==> config.mk <==
export PLATFORM = sky130hd
export DESIGN_NAME = ehl_ahb_matrix_port
export DESIGN_NICKNAME = d
export VERILOG_FILES = /design/src/rtl/ehl_ahb_matrix_port.sv
export SDC_FILE = /design/constraint.sdc
export NUM_CORES = 1
export LEC_CHECK = 0
export ABC_AREA = 0
export CAP_MARGIN = 20
export CORE_AREA = 2 2 184 186
export DETAILED_ROUTE_END_ITERATION = 12
export DIE_AREA = 0 0 186 188
export PLACE_DENSITY = 0.45
export SYNTH_ARGS = -nofsm -noshare
export SYNTH_HDL_FRONTEND = slang
export SYNTH_SLANG_ARGS = --single-unit
==> constraint.sdc <==
create_clock -name hclk -period 1.7 [get_ports hclk]
set_clock_uncertainty 0.1 [all_clocks]
set_input_delay 0.34 -clock hclk [delete_from_list [all_inputs] [get_ports hclk]]
set_output_delay 0.34 -clock hclk [all_outputs]
set_load 0.005 [all_outputs]
==> src/rtl/ehl_ahb_matrix_port.sv <==
// ehl_ahb_matrix_port: per-slave output stage of the AHB multi-layer matrix.
// Arbitrates the masters decoded to this slave, forwards the owner's address phase and routes the data phase back.
module ehl_ahb_matrix_port #(
  parameter int MNUM     = 4,
  parameter int DW       = 32,
  parameter int AW       = 32,
  parameter int ARB_MODE = 1
) (
  input  logic                 hclk,
  input  logic                 hreset,
  input  logic [MNUM*AW-1:0]   im_haddr,
  input  logic [MNUM*2-1:0]    im_htrans,
  input  logic [MNUM-1:0]      im_hwrite,
  input  logic [MNUM*3-1:0]    im_hsize,
  input  logic [MNUM*3-1:0]    im_hburst,
  input  logic [MNUM*4-1:0]    im_hprot,
  input  logic [MNUM-1:0]      im_hmastlock,
  input  logic [MNUM*DW-1:0]   im_hwdata,
  output logic [DW-1:0]        om_hrdata,
  output logic [MNUM-1:0]      om_hready,
  output logic [MNUM*2-1:0]    om_hresp,
  output logic [AW-1:0]        os_haddr,
  output logic [1:0]           os_htrans,
  output logic                 os_hwrite,
  output logic [2:0]           os_hsize,
  output logic [2:0]           os_hburst,
  output logic [3:0]           os_hprot,
  output logic                 os_hmastlock,
  output logic [DW-1:0]        os_hwdata,
  output logic                 os_hsel,
  input  logic [DW-1:0]        is_hrdata,
  input  logic                 is_hready,
  input  logic [1:0]           is_hresp
);

  localparam int MW = (MNUM > 1) ? $clog2(MNUM) : 1;

  localparam logic [1:0] HT_IDLE = 2'b00;
  localparam logic [1:0] HT_BUSY = 2'b01;
  localparam logic [1:0] HT_SEQ  = 2'b11;
  localparam logic [1:0] RESP_OKAY = 2'b00;

  generate
    if (MNUM < 1 || MNUM > 16) begin : g_bad_mnum
      $fatal(1, "ehl_ahb_matrix_port: MNUM must be 1..16");
    end
    if (DW != 32 && DW != 64) begin : g_bad_dw
      $fatal(1, "ehl_ahb_matrix_port: DW must be 32 or 64");
    end
  endgenerate

  typedef struct packed {
    logic [AW-1:0] haddr;
    logic [1:0]    htrans;
    logic          hwrite;
    logic [2:0]    hsize;
    logic [2:0]    hburst;
    logic [3:0]    hprot;
    logic          hmastlock;
  } aphase_t;

  logic          own_v_q, own_v_d;
  logic [MW-1:0] own_m_q, own_m_d;
  logic          dp_v_q, dp_v_d;
  logic [MW-1:0] dp_m_q, dp_m_d;
  logic [MW-1:0] rr_last_q, rr_last_d;

  logic [MNUM-1:0] req;
  aphase_t         own_aph;
  logic [DW-1:0]   dp_wdata;
  logic            arb_open;
  logic            accept;
  logic            win_v;
  logic [MW-1:0]   win_m;

  function automatic logic [MW-1:0] rr_index(input logic [MW-1:0] base, input int offset);
    int k;
    k = int'(base) + offset;
    if (k >= MNUM) k = k - MNUM;
    return MW'(k);
  endfunction

  // Owner's address phase; all-zero (IDLE) when nobody owns the port.
  // NOTE: every always_comb output gets a default first so no path leaves it unassigned (no latch).
  always_comb begin
    req      = '0;
    own_aph  = '0;
    dp_wdata = '0;
    for (int m = 0; m < MNUM; m++) begin
      req[m] = im_htrans[2*m+1];
      if (own_v_q && own_m_q == MW'(m)) begin
        own_aph.haddr     = im_haddr[m*AW +: AW];
        own_aph.htrans    = im_htrans[m*2 +: 2];
        own_aph.hwrite    = im_hwrite[m];
        own_aph.hsize     = im_hsize[m*3 +: 3];
        own_aph.hburst    = im_hburst[m*3 +: 3];
        own_aph.hprot     = im_hprot[m*4 +: 4];
        own_aph.hmastlock = im_hmastlock[m];
      end
      if (dp_v_q && dp_m_q == MW'(m)) begin
        dp_wdata = im_hwdata[m*DW +: DW];
      end
    end
  end

  // Bursts in progress (SEQ/BUSY) and locked sequences keep the port.
  assign arb_open = is_hready &&
                    !(own_aph.htrans == HT_SEQ || own_aph.htrans == HT_BUSY || own_aph.hmastlock);
  assign accept   = own_v_q && own_aph.htrans[1] && is_hready;

  // Iterate from lowest to highest priority so the last hit is the winner.
  always_comb begin
    win_v = 1'b0;
    win_m = '0;
    if (ARB_MODE == 0) begin
      for (int m = MNUM - 1; m >= 0; m--) begin
        if (req[m]) begin
          win_v = 1'b1;
          win_m = MW'(m);
        end
      end
    end else begin
      for (int i = MNUM; i >= 1; i--) begin
        if (req[rr_index(rr_last_q, i)]) begin
          win_v = 1'b1;
          win_m = rr_index(rr_last_q, i);
        end
      end
    end
  end

  always_comb begin
    own_v_d   = own_v_q;
    own_m_d   = own_m_q;
    rr_last_d = rr_last_q;
    dp_v_d    = dp_v_q;
    dp_m_d    = dp_m_q;
    if (arb_open && win_v) begin
      own_v_d   = 1'b1;
      own_m_d   = win_m;
      rr_last_d = win_m;
    end
    if (accept) begin
      dp_v_d = 1'b1;
      dp_m_d = own_m_q;
    end else if (is_hready) begin
      dp_v_d = 1'b0;
    end
  end

  // NOTE: state registers use non-blocking assignments so every flop samples pre-edge values.
  // NOTE: only control state is reset; the data paths are pure muxes with no storage of their own.
  always_ff @(posedge hclk) begin
    if (hreset) begin
      own_v_q   <= 1'b0;
      own_m_q   <= '0;
      dp_v_q    <= 1'b0;
      dp_m_q    <= '0;
      rr_last_q <= MW'(MNUM - 1);
    end else begin
      own_v_q   <= own_v_d;
      own_m_q   <= own_m_d;
      dp_v_q    <= dp_v_d;
      dp_m_q    <= dp_m_d;
      rr_last_q <= rr_last_d;
    end
  end

  assign os_haddr     = own_aph.haddr;
  assign os_htrans    = own_aph.htrans;
  assign os_hwrite    = own_aph.hwrite;
  assign os_hsize     = own_aph.hsize;
  assign os_hburst    = own_aph.hburst;
  assign os_hprot     = own_aph.hprot;
  assign os_hmastlock = own_aph.hmastlock;
  assign os_hsel      = own_v_q;
  assign os_hwdata    = dp_wdata;
  assign om_hrdata    = is_hrdata;

  // Data-phase master sees the slave; other requesters stall until they own the address phase.
  always_comb begin
    om_hready = '1;
    om_hresp  = {MNUM{RESP_OKAY}};
    for (int m = 0; m < MNUM; m++) begin
      if (dp_v_q && dp_m_q == MW'(m)) begin
        om_hready[m]       = is_hready;
        om_hresp[m*2 +: 2] = is_hresp;
      end else if (req[m] && !(own_v_q && own_m_q == MW'(m))) begin
        om_hready[m] = 1'b0;
      end else if (req[m]) begin
        om_hready[m] = is_hready;
      end
    end
  end

  logic unused_idle;
  assign unused_idle = (HT_IDLE == 2'b00);

endmodule
**Yosys cells after proc, flatten, opt, wreduce, memory -nomap -nowiden**

Index checks and enable logic that the tools add are counted.

- Reductions and logical operators: 26
- $add $sub $neg: 8
- Equal/unequal tests: 8
- Multiplexer cells: 46
- $lt $le $gt $ge: 8

Operators with widths:

| operator | count |
|---|---|
| $mux W46 | 4 |
| $mux W32 | 4 |
| $mux W2 | 12 |
| $mux W1 | 22 |
| $logic_and A1 B1 Y1 | 16 |
| $lt A2 B3 Y1 const B | 4 |
| $eq A2 B2 Y1 const B | 5 |
| $ge A3 B3 Y1 const B | 3 |
| $bmux W1 S2 | 4 |
| $sub A2 B1 Y2 const B | 4 |
| $add A2 B2 Y3 const B | 2 |
| $eq A2 B1 Y1 const B | 3 |
| $logic_not A1 Y1 | 5 |
| $add A2 B3 Y4 const B | 1 |
| $ge A4 B3 Y1 const B | 1 |
| $logic_not A2 Y1 | 2 |
| $add A2 B1 Y3 const B | 1 |
| $logic_or A1 B1 Y1 | 2 |
| $reduce_bool A2 Y1 | 1 |

- Output and inout port bits: 123
- Bits in registers: 8
- Bits of input ports: 349
- Logic and storage cells: 101

**Longest topological paths before layout**

- Depth in word-level cells: 12
- Mapped depth: 6
- Mapped depth without buffers: 4

**Worst setup path before layout**

Ideal clock, no wire load.

- Path type: register to output
- From: reg dp_m_q[0]
- To: out os_hwdata[10]
- Arrival time: 1.373 ns
- Setup slack: -0.113 ns
- Stages on the path, launching flop included: 5
- Path buffers: 2
- Cells stage by stage: dfxtp_1 -> buf_4 -> buf_4 -> mux4_2 -> and2_1

- Word-level cells in the longest chain between the ends: 6
- Elaborated cells between the ends (all ways): 12

Ends and longest elaborated chain:

| element | RTL line | RTL |
|---|---|---|
| start, declared | 65 | `logic [MW-1:0] dp_m_q, dp_m_d;` |
| start signal, assigned | 164 | `dp_m_q <= dp_m_d;` |
| $logic_not A2 Y1 | 100 | `if (dp_v_q && dp_m_q == MW'(m)) begin` |
| $logic_and A1 B1 Y1 | 100 |  |
| $mux W32 (3 in series) | 100 |  |
| $mux W32 * | 100 |  |
| end, declared | 29 | `output logic [DW-1:0] os_hwdata,` |

Mark *: on every way between the ends. The rest lies on a longest branch, timed or not.

**Final worst setup path**

- From: reg own_m_q[0]
- To: out os_haddr[4]

- Word-level cells in the longest chain between the ends: 6
- Elaborated cells between the ends (all ways): 12

Ends and longest elaborated chain:

| element | RTL line | RTL |
|---|---|---|
| start, declared | 63 | `logic [MW-1:0] own_m_q, own_m_d;` |
| start signal, assigned | 162 | `own_m_q <= own_m_d;` |
| $logic_not A2 Y1 | 91 | `if (own_v_q && own_m_q == MW'(m)) begin` |
| $logic_and A1 B1 Y1 | 91 |  |
| $mux W46 (3 in series) | 91 |  |
| $mux W46 * | 91 |  |
| end, declared | 22 | `output logic [AW-1:0] os_haddr,` |

Marks and branches as above.

==> key figures <==
Clock network
  • Clock Sinks: 8
  • Clk root buf: clkbuf_16
  • Hold_buf cts: 0
  • Clock buffer depth: 2
  • Worst-Skew Late Latency: 0.23 ns
  • Clock transition at path regs: 0.04 ns
  • CTS Buf Count: 3
  • H-tree depth: 1
  • TritonCTS clock tree: built

Place
  • Cells after DPL: 1,135
  • Worst slack, placed: -0.8714 ns
  • HPWL Detailed: 17.48 mm
  • Gp weighted congestion: 0.7887
  • # port buffers: 407

Synth
  • Synth Area in Adders: 0%
  • Top post-synthesis cells by count: 83 x and2_1, 69 x mux4_2, 36 x buf_4
  • Yosys reg bits: 8
  • Multiplexer share of the synthesized area: 55.49%
  • Area contributors post-synth: mux4_2 47%, and2_1 16%, buf_4 8.2%
  • Largest family of logic cells by synthesized area: multiplexers
  • Ys Warns: 0
  • Syn_area_per_cell: 11.43 sq um
  • Yosys cell types: 34
  • Post-synth net total: between 600 and 700
  • Ys async rst share: 0%
  • Post-Synth Simple-Gate Area: 20.69%
  • Sequential cell area fraction in the yosys report: 4.832%
  • Compound-Gate Fraction of Synth Area: 4.530%
  • Predominant post-synthesis flop cell: dfxtp_1
  • Dominant cell type by area after synthesis: mux4_2
  • Synth Area in XOR/XNOR: 0%
  • EDFF count, synth: 0
  • Cell with the most instances after synthesis: and2_1
  • Post-synthesis cell count: 290
  • Yosys top cell area share: 46.89%
  • Cell Area, Synth: 0.003314 sq mm

Worst setup path
  • Critical-path cell list: buf_12 -> buf_12 -> buf_6 -> mux4_2 -> and2_1 -> buf_2
  • Slowest stage delay, CP: around 0.49 ns
  • Worst setup path class: register to primary output
  • Crit-path most repeated cell: buf_12
  • Req. time, crit path: 1.26 ns
  • Critical path endpoint category: primary output
  • Worst Reg2Reg Path Length in Cells: 7
  • Slowest stage cell, crit path: mux4_2
  • Crit-path max FO: 6
  • Buf+Inv Stages, Crit Path: 4
  • R2r setup slk: -0.19 ns
  • Data arrival, critical path: 1.79 ns
  • CP delay by family, top: buffers and inverters
  • Reg2reg end: own_m_q[1]
  • Startpoint types: register
  • Worst flop-to-flop path startpoint: own_m_q[0]

Routing
  • Routed WL per cell: 18.17 um
  • DRC violations left: 0
  • Vias per cell: approximately 3.6
  • Drt pass-1 iters: 4
  • Final wirelength: 21.93 mm
  • Iter 0 DRT Violations: roughly 180
  • Via Count: 4,370
  • Final ANT Viol Nets: 0

Power and ir drop
  • P per Cell Area: 350.7 mW/mm^2
  • Total power: 3.221 mW
  • Leakage: roughly 3.5 nW
  • Max IR drop VDD: approximately 0.37 mV

Final layout
  • Layout Cells excl Fill: roughly 1.2k
  • Area grow syn2layout: 177.1%
  • Layout cell share with drive strength beyond 1: 49.80%
  • Ant diodes: 0
  • Final-layout fill cell count: 3,448
  • Final net count: 1,109

Timing
  • Worst-Margin Slew: approximately 0.34 ns
  • Final worst path period share: 131.1%
  • Fin. Hold Viols: 0
  • Final setup violation count: 97
  • Rel. slew slack: between 70 and 80%
  • Slack of the critical path: -0.5295 ns
  • RSZ-0062 raised after global routing: yes
  • Fmax: 0.4485 GHz
  • Minimum clock period: ~2.2 ns
  • Final Max Slew Viols: 0
  • Hold WS: 0.4499 ns

Min path
  • WHS Endpoint: rr_last_q[0]
  • Hold_sp: rr_last_q[0]
  • Worst hold-check path type: register to register
  • Hold depth: 2

Die
  • Initial Util: 10.01%
  • Die Span Y: approximately 190 um
  • Die footprint: 0.03497 sq mm
  • # rows: 67
  • Io pins: 472
  • CORE AREA: about 0.033 sq mm
  • Horiz. Die Dim: 186 um

Global routing
  • Vias in the first global route: 4,743
  • Aggregate global-route resource usage: 11.61%
  • Initial antenna violation count: 0
  • Global-route wire length before repair: 30.36 mm
  • Largest net degree at the start of global routing: 31
  • Grt ovf: 0

Run status
  • Status: finished, violations left
  • Failing checks: negative setup slack

Job
  • Max-capacitance violation count: 0
==> per-layer routing <==
layer / global-route usage (%) / vias up / routed length (um)
li1: - / 2028 / -
met1: 15.10 / 2165 / 9300
met2: 21.02 / 167 / 11230
met3: 1.554 / 10 / 1276
met4: 0.9691 / 0 / 118
met5: 0 / - / 0
==> where the power goes <==
part	leakage [nW]	total [mW]	switching [mW]	internal, mW
clock network	0.0382	0.417	0.104	0.314
registers	0.0686	0.238	0.0315	0.206
logic	3.44	2.57	0.748	1.82
==> what timing repair did <==
action                                  4_1_cts  5_1_grt
gates resized for setup                     508      117
cloned                                        5        0
pin swaps                                    53       17
endpoints found under the setup margin       98       97
setup buffers                                69       11
==> cells by family after synthesis <==
logic type      count (synthesis)
mux                            86
flops                           8
compound gates                 21
simple gates                  112
buf+inv                        63
==> sequential cells by signal, summed over array words and instances, names as in the netlist <==
register and count:
dp_v_q 1, own_m_q 2, os_hsel 1, rr_last_q 2, dp_m_q 2
==> cell type report <==
type,instances,area (sq um),area share (%)
Sequential cell,8,173.9,1.893
Timing Repair Buffer,525,5433,59.15
Multi-Input combinational cell,219,2925,31.85
Tap cell,448,560.5,6.103
Clock buffer,4,78.83,0.8582
Inverter,3,13.76,0.1498
==> cells in the final DEF, fill, tap and decap left out, drive strengths merged, types with 2 or more instances in the layout <==
cell type | netlist | layout
mux4 | 76 | 76
buf | 48 | 206
clkbuf | 12 | 6
a21oi | 2 | 2
nand2b | 5 | 5
nor2b | 3 | 3
inv | 3 | 3
dfxtp | 8 | 8
and2 | 84 | 84
dlygate4sd2 | 0 | 3
mux2i | 9 | 9
o21ai | 9 | 9
o22ai | 3 | 3
nor2 | 11 | 11
nand2 | 3 | 3
clkdlybuf4s50 | 0 | 314
a211oi | 2 | 2
==> worst min-delay path, stage by stage, from the launching register on <==
cell and delay, ns:
dfxtp_1 0.32, nor2_1 0.10, mux2i_1 0.07
==> per-stage QoR <==
step	instance area [sq um]	TNS, ns	util (%)
after global routing	9185	-42.80	27.74
after detailed placement	7956	-54.10	24.03
final	9185	-37.64	27.74
after floorplan	3374	-2.710	-
after CTS	8896	-42.17	26.87
after global placement	7956	-54.62	24.03
==> how the worst max path moves through the flow <==
stage / slack (ns) / start / to / cells past startpoint
floorplan: -0.09 / own_m_q[0] / os_haddr[0] / 5
global placement: -0.87 / im_htrans[3] / os_htrans[1] / 4
detailed placement: -0.87 / im_htrans[3] / os_htrans[1] / 4
CTS: -0.58 / dp_m_q[0] / os_hwdata[15] / 6
global route: -0.58 / own_m_q[0] / os_haddr[7] / 6
finish: -0.53 / own_m_q[0] / os_haddr[4] / 6
Note: power is estimated with default switching activity, not from simulation.
